--- config.mk ---
export PLATFORM = sky130hd
export DESIGN_NAME = debounce_event_ctrl
export DESIGN_NICKNAME = d
export VERILOG_FILES = /design/src/rtl/debounce_event_ctrl.sv
export SDC_FILE = /design/constraint.sdc
export NUM_CORES = 1
export LEC_CHECK = 0
export CAP_MARGIN = 25
export CELL_PAD_IN_SITES_DETAIL_PLACEMENT = 0
export CELL_PAD_IN_SITES_GLOBAL_PLACEMENT = 1
export CORE_ASPECT_RATIO = 0.75
export CORE_MARGIN = 10
export CORE_UTILIZATION = 40
export DETAILED_ROUTE_END_ITERATION = 10
export PLACE_DENSITY = 0.79
export SLEW_MARGIN = 30
export SYNTH_ARGS = -nofsm -noshare
export SYNTH_HDL_FRONTEND = slang
export SYNTH_SLANG_ARGS = --single-unit
--- constraint.sdc ---
create_clock -name i_Clk -period 2.8 [get_ports i_Clk]
set_input_delay 0.7 -clock i_Clk [delete_from_list [all_inputs] [get_ports i_Clk]]
set_output_delay 0.7 -clock i_Clk [all_outputs]
set_load 0.05 [all_outputs]
--- src/rtl/debounce_event_ctrl.sv ---
// Debounce scheduler: N synchronized buttons share one sample prescaler; each
// committed edge is queued per channel and drained round-robin over valid/ready.
module debounce_event_ctrl #(
    parameter int N_BTN        = 4,
    parameter int IDX_W        = 2,
    parameter int TICK_CYCLES  = 50000,
    parameter int STABLE_TICKS = 10,
    parameter int ACTIVE_LOW   = 1
) (
    input  logic             i_Clk,
    input  logic             i_Rst_n,
    input  logic [N_BTN-1:0] i_btn,
    output logic [N_BTN-1:0] o_state,
    output logic             o_evt_valid,
    input  logic             i_evt_ready,
    output logic [IDX_W-1:0] o_evt_idx,
    output logic             o_evt_press,
    output logic             o_overflow,
    input  logic             i_clr_overflow
);

    localparam int               PW        = (TICK_CYCLES > 1) ? $clog2(TICK_CYCLES) : 1;
    localparam logic [PW-1:0]    PRESC_MAX = PW'(TICK_CYCLES - 1);
    localparam logic [7:0]       CNT_MAX   = 8'(STABLE_TICKS - 1);
    localparam logic [N_BTN-1:0] IDLE      = (ACTIVE_LOW != 0) ? '1 : '0;

    logic             rst_meta, rst_n;
    logic [N_BTN-1:0] sync_q1, sync_q2;
    logic [PW-1:0]    presc;
    logic             tick;
    logic [7:0]       cnt [N_BTN];
    logic [N_BTN-1:0] pend, dir, commit, press_lvl, gnt_vec;
    logic [IDX_W-1:0] rr, gnt_idx, rr_next;
    logic             load, gnt_found, gnt_press, ovf_set;

    // Reset asserts asynchronously but releases on a clock edge.
    always_ff @(posedge i_Clk or negedge i_Rst_n) begin
        if (!i_Rst_n) begin
            rst_meta <= 1'b0;
            rst_n    <= 1'b0;
        end else begin
            rst_meta <= 1'b1;
            rst_n    <= rst_meta;
        end
    end

    always_ff @(posedge i_Clk or negedge rst_n) begin
        if (!rst_n) begin
            sync_q1 <= IDLE;
            sync_q2 <= IDLE;
            presc   <= '0;
        end else begin
            sync_q1 <= i_btn;
            sync_q2 <= sync_q1;
            presc   <= tick ? '0 : presc + 1'b1;
        end
    end

    assign tick      = (presc == PRESC_MAX);
    assign press_lvl = (ACTIVE_LOW != 0) ? ~sync_q2 : sync_q2;
    assign load      = !o_evt_valid || i_evt_ready;

    always_comb begin
        commit = '0;
        for (int unsigned i = 0; i < N_BTN; i++) begin
            commit[i] = tick && (sync_q2[i] != o_state[i]) && (cnt[i] == CNT_MAX);
        end
    end

    // Round-robin search starting at rr over the pending set as of this cycle.
    always_comb begin
        int unsigned j;
        j         = 0;
        gnt_found = 1'b0;
        gnt_idx   = '0;
        for (int unsigned k = 0; k < N_BTN; k++) begin
            j = (32'(rr) + k) % N_BTN;
            if (!gnt_found && |(pend & (N_BTN'(1) << j))) begin
                gnt_found = 1'b1;
                gnt_idx   = IDX_W'(j);
            end
        end
        gnt_vec   = (load && gnt_found) ? (N_BTN'(1) << gnt_idx) : '0;
        gnt_press = |(dir & (N_BTN'(1) << gnt_idx));
        rr_next   = ((32'(gnt_idx) + 1) >= N_BTN) ? '0 : gnt_idx + 1'b1;
        ovf_set   = |(commit & pend & ~gnt_vec);
    end

    always_ff @(posedge i_Clk or negedge rst_n) begin
        if (!rst_n) begin
            for (int unsigned i = 0; i < N_BTN; i++) cnt[i] <= '0;
        end else if (tick) begin
            for (int unsigned i = 0; i < N_BTN; i++) begin
                if (sync_q2[i] == o_state[i] || cnt[i] == CNT_MAX) cnt[i] <= '0;
                else                                               cnt[i] <= cnt[i] + 8'd1;
            end
        end
    end

    // A grant reads the old dir; a same-cycle commit re-arms pend with the new one.
    always_ff @(posedge i_Clk or negedge rst_n) begin
        if (!rst_n) begin
            o_state     <= IDLE;
            pend        <= '0;
            dir         <= '0;
            rr          <= '0;
            o_evt_valid <= 1'b0;
            o_evt_idx   <= '0;
            o_evt_press <= 1'b0;
            o_overflow  <= 1'b0;
        end else begin
            o_state <= (o_state & ~commit) | (sync_q2 & commit);
            dir     <= (dir & ~commit) | (press_lvl & commit);
            pend    <= (pend & ~gnt_vec) | commit;
            if (load) begin
                o_evt_valid <= gnt_found;
                if (gnt_found) begin
                    o_evt_idx   <= gnt_idx;
                    o_evt_press <= gnt_press;
                    rr          <= rr_next;
                end
            end
            if (ovf_set)             o_overflow <= 1'b1;
            else if (i_clr_overflow) o_overflow <= 1'b0;
        end
    end

endmodule

==> flow_summary.yaml <==
status:
  outcome: "completed"
global_routing:
  grt_start_max_net_pins: 76
  antenna_found_initial: 0
  grt_pass1_vias: 2703
  grt_pass1_wl_um: 12900
  gr-usage-all-layers_pct: 11.2
  gr-total-overflow: 0
clock_network:
  cts-root-buf: "clkbuf_16"
  clk_pin_slew_ns: 0.06
  ctsHtreeMaxLevel: 3
  cts_tree: "yes"
  clk_path_buf_depth: 2
  clock_latency_ns: 0.33
  numCtsBuffers: 9
  clock_sinks: 77
finish:
  nets: 430
  layout-drive-gt1-share_pct: 11.7
  regArea_mm2: 0.00195
  fillers: 854
  multiInputGateArea_mm2: 0.00180
  n_antenna_cell: 0
  layout-area-overhead-vs-synth_pct: 19.7
synthesis:
  synth_nets: 401
  syn_inst: 376
  synth_top_cell_area_share_pct: 42.7
  synth_edf_count: 0
  synth_seq_area_share_pct: 50.9
  yosys.area.top_type: "dfrtp_1"
  yosysUniqueCellTypes: 47
  synth_seq_cells: 77
  syn_area_mm2: 0.00381
  ys_async_sr_fraction_pct: 100
  synth.avg_cell_area_um2: 10.1
  synthFlopType: "dfrtp_1"
  synth_area_leaders: "dfrtp_1 43%, dfstp_2 8.3%, ha_1 5.6%, o21ai_0 5.4%, nand3_1 3.5%"
  ys_warn_count: 0
timing:
  hold_slack_ns: 0.253
  setup_viol: 0
  drv_slew: 0
  fin_skew_ns: 0.00391
  slew_headroom_pct: 65.4
  finalHoldViolations: 0
  clock.fmax_mhz: 387
  min_period_ns: 2.59
  rsz0062_at_grt: "no"
  worst_pin_slew_ns: 0.518
  setup-tns-final_ns: 0
  fin_crit_sh_pct: 92.3
routing:
  drt_wl_total_um: 7600
  drtPass1Iterations: 4
  dr_total_vias: 2793
  vias_per_cell: 5.19
  wl_per_cell_um: 14.1
  ant_nets: 0
  drc: 0
  first_iter_violations: 230
critical_path:
  critPathKind: "flip-flop to flip-flop"
  max_stage_delay_ns: 0.41
  critPathArrivalTime_ns: 2.80
  r2r-start: "rr[0]$_DFFE_PN0N_"
  cp-start-kind: "flip-flop"
  r2r_slack_ns: 0.21
  cp.required_ns: 3.01
  critPathSlowestCell: "dfrtp_1"
  cp_max_fo: 5
  path_delay_family: "compound AO/OA/AOI/OAI gates"
  reg2reg_depth: 12
  crit_chain: "inv_1 -> ha_1 -> a22o_1 -> a221oi_4 -> buf_4 -> nor2b_1 -> o21ai_0 -> o31ai_2 -> buf_4 -> ha_1 -> a22oi_1 -> a31oi_1"
  critPathBufInv: 3
  critPathCaptureType: "flip-flop"
  r2r-end: "o_evt_press$_DFFE_PN0N_"
worst_hold_path:
  hold_path.class: "flip-flop to async pin"
job:
  max_cap_viol_count: 0
floorplan:
  dieArea_mm2: 0.0139
  num_rows: 30
  start_util_pct: 41.6
  die_w_um: 133
  core_area_mm2: 0.00916
  ios: 17
  die_h_um: 105
place:
  hpwl_um: 5090
  gp_congestion: 0.805
  io_buffers: 16
power_and_ir_drop:
  powerDensity_mw_per_mm2: 550
  leakage_nw: 2.06
  p_total_mw: 2.51
  peakVddDrop_mv: 0.328
-- cells in the mapped netlist, types with 2 or more instances --
cell,number
a21o_1,4
a21oi_1,6
a221oi_1,3
a22o_1,3
a22oi_1,4
a31oi_1,3
and2_1,2
and3_1,15
buf_1,2
buf_2,2
clkbuf_1,2
dfrtp_1,65
dfstp_2,12
ha_1,17
inv_1,18
mux2_1,3
mux2_2,3
mux2i_1,8
nand2_1,32
nand2b_1,6
nand3_1,27
nand4_1,7
nor2_1,32
nor2b_1,3
nor3_1,6
nor3_4,3
nor4bb_1,3
o21ai_0,41
o22ai_1,5
o31ai_1,4
or3_1,2
xnor2_1,8
xor2_1,11
-- layout by cell type (no fill, tap or decap), drive strengths merged, types with 4 or more instances in the layout --
cell / netlist / layout
o22ai: 5 / 5
inv: 18 / 18
a21oi: 6 / 6
ha: 17 / 17
nand2: 32 / 32
nand4: 7 / 7
nand3: 27 / 27
nor2: 32 / 32
clkdlybuf4s50: 0 / 16
mux2i: 8 / 8
buf: 5 / 9
o31ai: 4 / 4
dfrtp: 65 / 65
nor3: 10 / 10
dfstp: 12 / 12
and3: 15 / 15
clkbuf: 2 / 12
xnor2: 8 / 8
a22oi: 4 / 4
a21o: 4 / 4
xor2: 11 / 11
nand2b: 6 / 6
o21ai: 41 / 41
mux2: 6 / 6
-- layout make-up --
cell class | instances | area share, %
Multi-Input combinational cell | 274 | 39.5
Inverter | 18 | 1.48
Clock inverter | 4 | 2.08
Timing Repair Buffer | 25 | 5.43
Sequential cell | 77 | 42.6
Tap cell | 128 | 3.51
Clock buffer | 12 | 5.40
-- how the worst max path moves through the flow --
stage | startpoint | to | slack [ns] | cells after the start
after floorplan | rr[0]$_DFFE_PN0N_ | o_evt_press$_DFFE_PN0N_ | 0.21 | 10
after CTS | rr[0]$_DFFE_PN0N_ | o_evt_press$_DFFE_PN0N_ | 0.14 | 11
after detailed placement | rr[0]$_DFFE_PN0N_ | o_evt_press$_DFFE_PN0N_ | -0.02 | 10
final | rr[0]$_DFFE_PN0N_ | o_evt_press$_DFFE_PN0N_ | 0.21 | 12
after global routing | rr[0]$_DFFE_PN0N_ | o_evt_press$_DFFE_PN0N_ | 0.01 | 12
after global placement | rr[0]$_DFFE_PN0N_ | o_overflow$_DFFE_PN0P_ | 0.12 | 11
-- per-layer routing --
layer  wire, µm  share of wire, %  vias to the layer above  global-route usage, %
li1           -                 -                     1392                      -
met1       3850                51                     1343                   15.3
met2       3260                43                       44                   15.6
met3        365               4.8                       14                   4.21
met4        119               1.6                        0                   4.23
met5          0                 0                        -                      0
-- timing repair --
action,4_1_cts,5_1_grt
pin swaps,0,0
cloned,0,0
setup buffers,0,1
endpoints found under the setup margin,2,2
gates resized for setup,2,2
hold buffers,0,0
-- power by group --
group / switching [mW] / internal (mW) / total [mW]
Sequential: 0.0116 / 1.13 / 1.14
Combinational: 0.0269 / 0.0183 / 0.0452
Clock: 0.433 / 0.894 / 1.33
Total: 0.472 / 2.04 / 2.51
-- stage by stage --
| stage | std cells | util [%] | instance area [µm²] | worst slack [ns] |
|---|---|---|---|---|
| final | 538 | 49.8 | 4570 | 0.215 |
| after global placement | 520 | 45.4 | 4160 | 0.123 |
| after global routing | 538 | 49.8 | 4570 | 0.0110 |
| after detailed placement | 520 | 45.4 | 4160 | -0.0234 |
| after floorplan | 376 | - | 3810 | 0.212 |
| after CTS | 536 | 49.3 | 4510 | 0.135 |
-- cells by family after synthesis --
| logic type | Yosys count | synth area share, % |
|---|---|---|
| muxes | 14 | 3.87 |
| other | 1 | 0.0983 |
| adders and majority gates | 17 | 5.58 |
| AOI/OAI and AO/OA | 78 | 12.4 |
| DFF | 77 | 50.9 |
| buffers and inverters | 25 | 2.72 |
| and+or+nand+nor | 145 | 20.1 |
| xor gates and xnor gates | 19 | 4.36 |
Power figures use the tool's default switching activity.
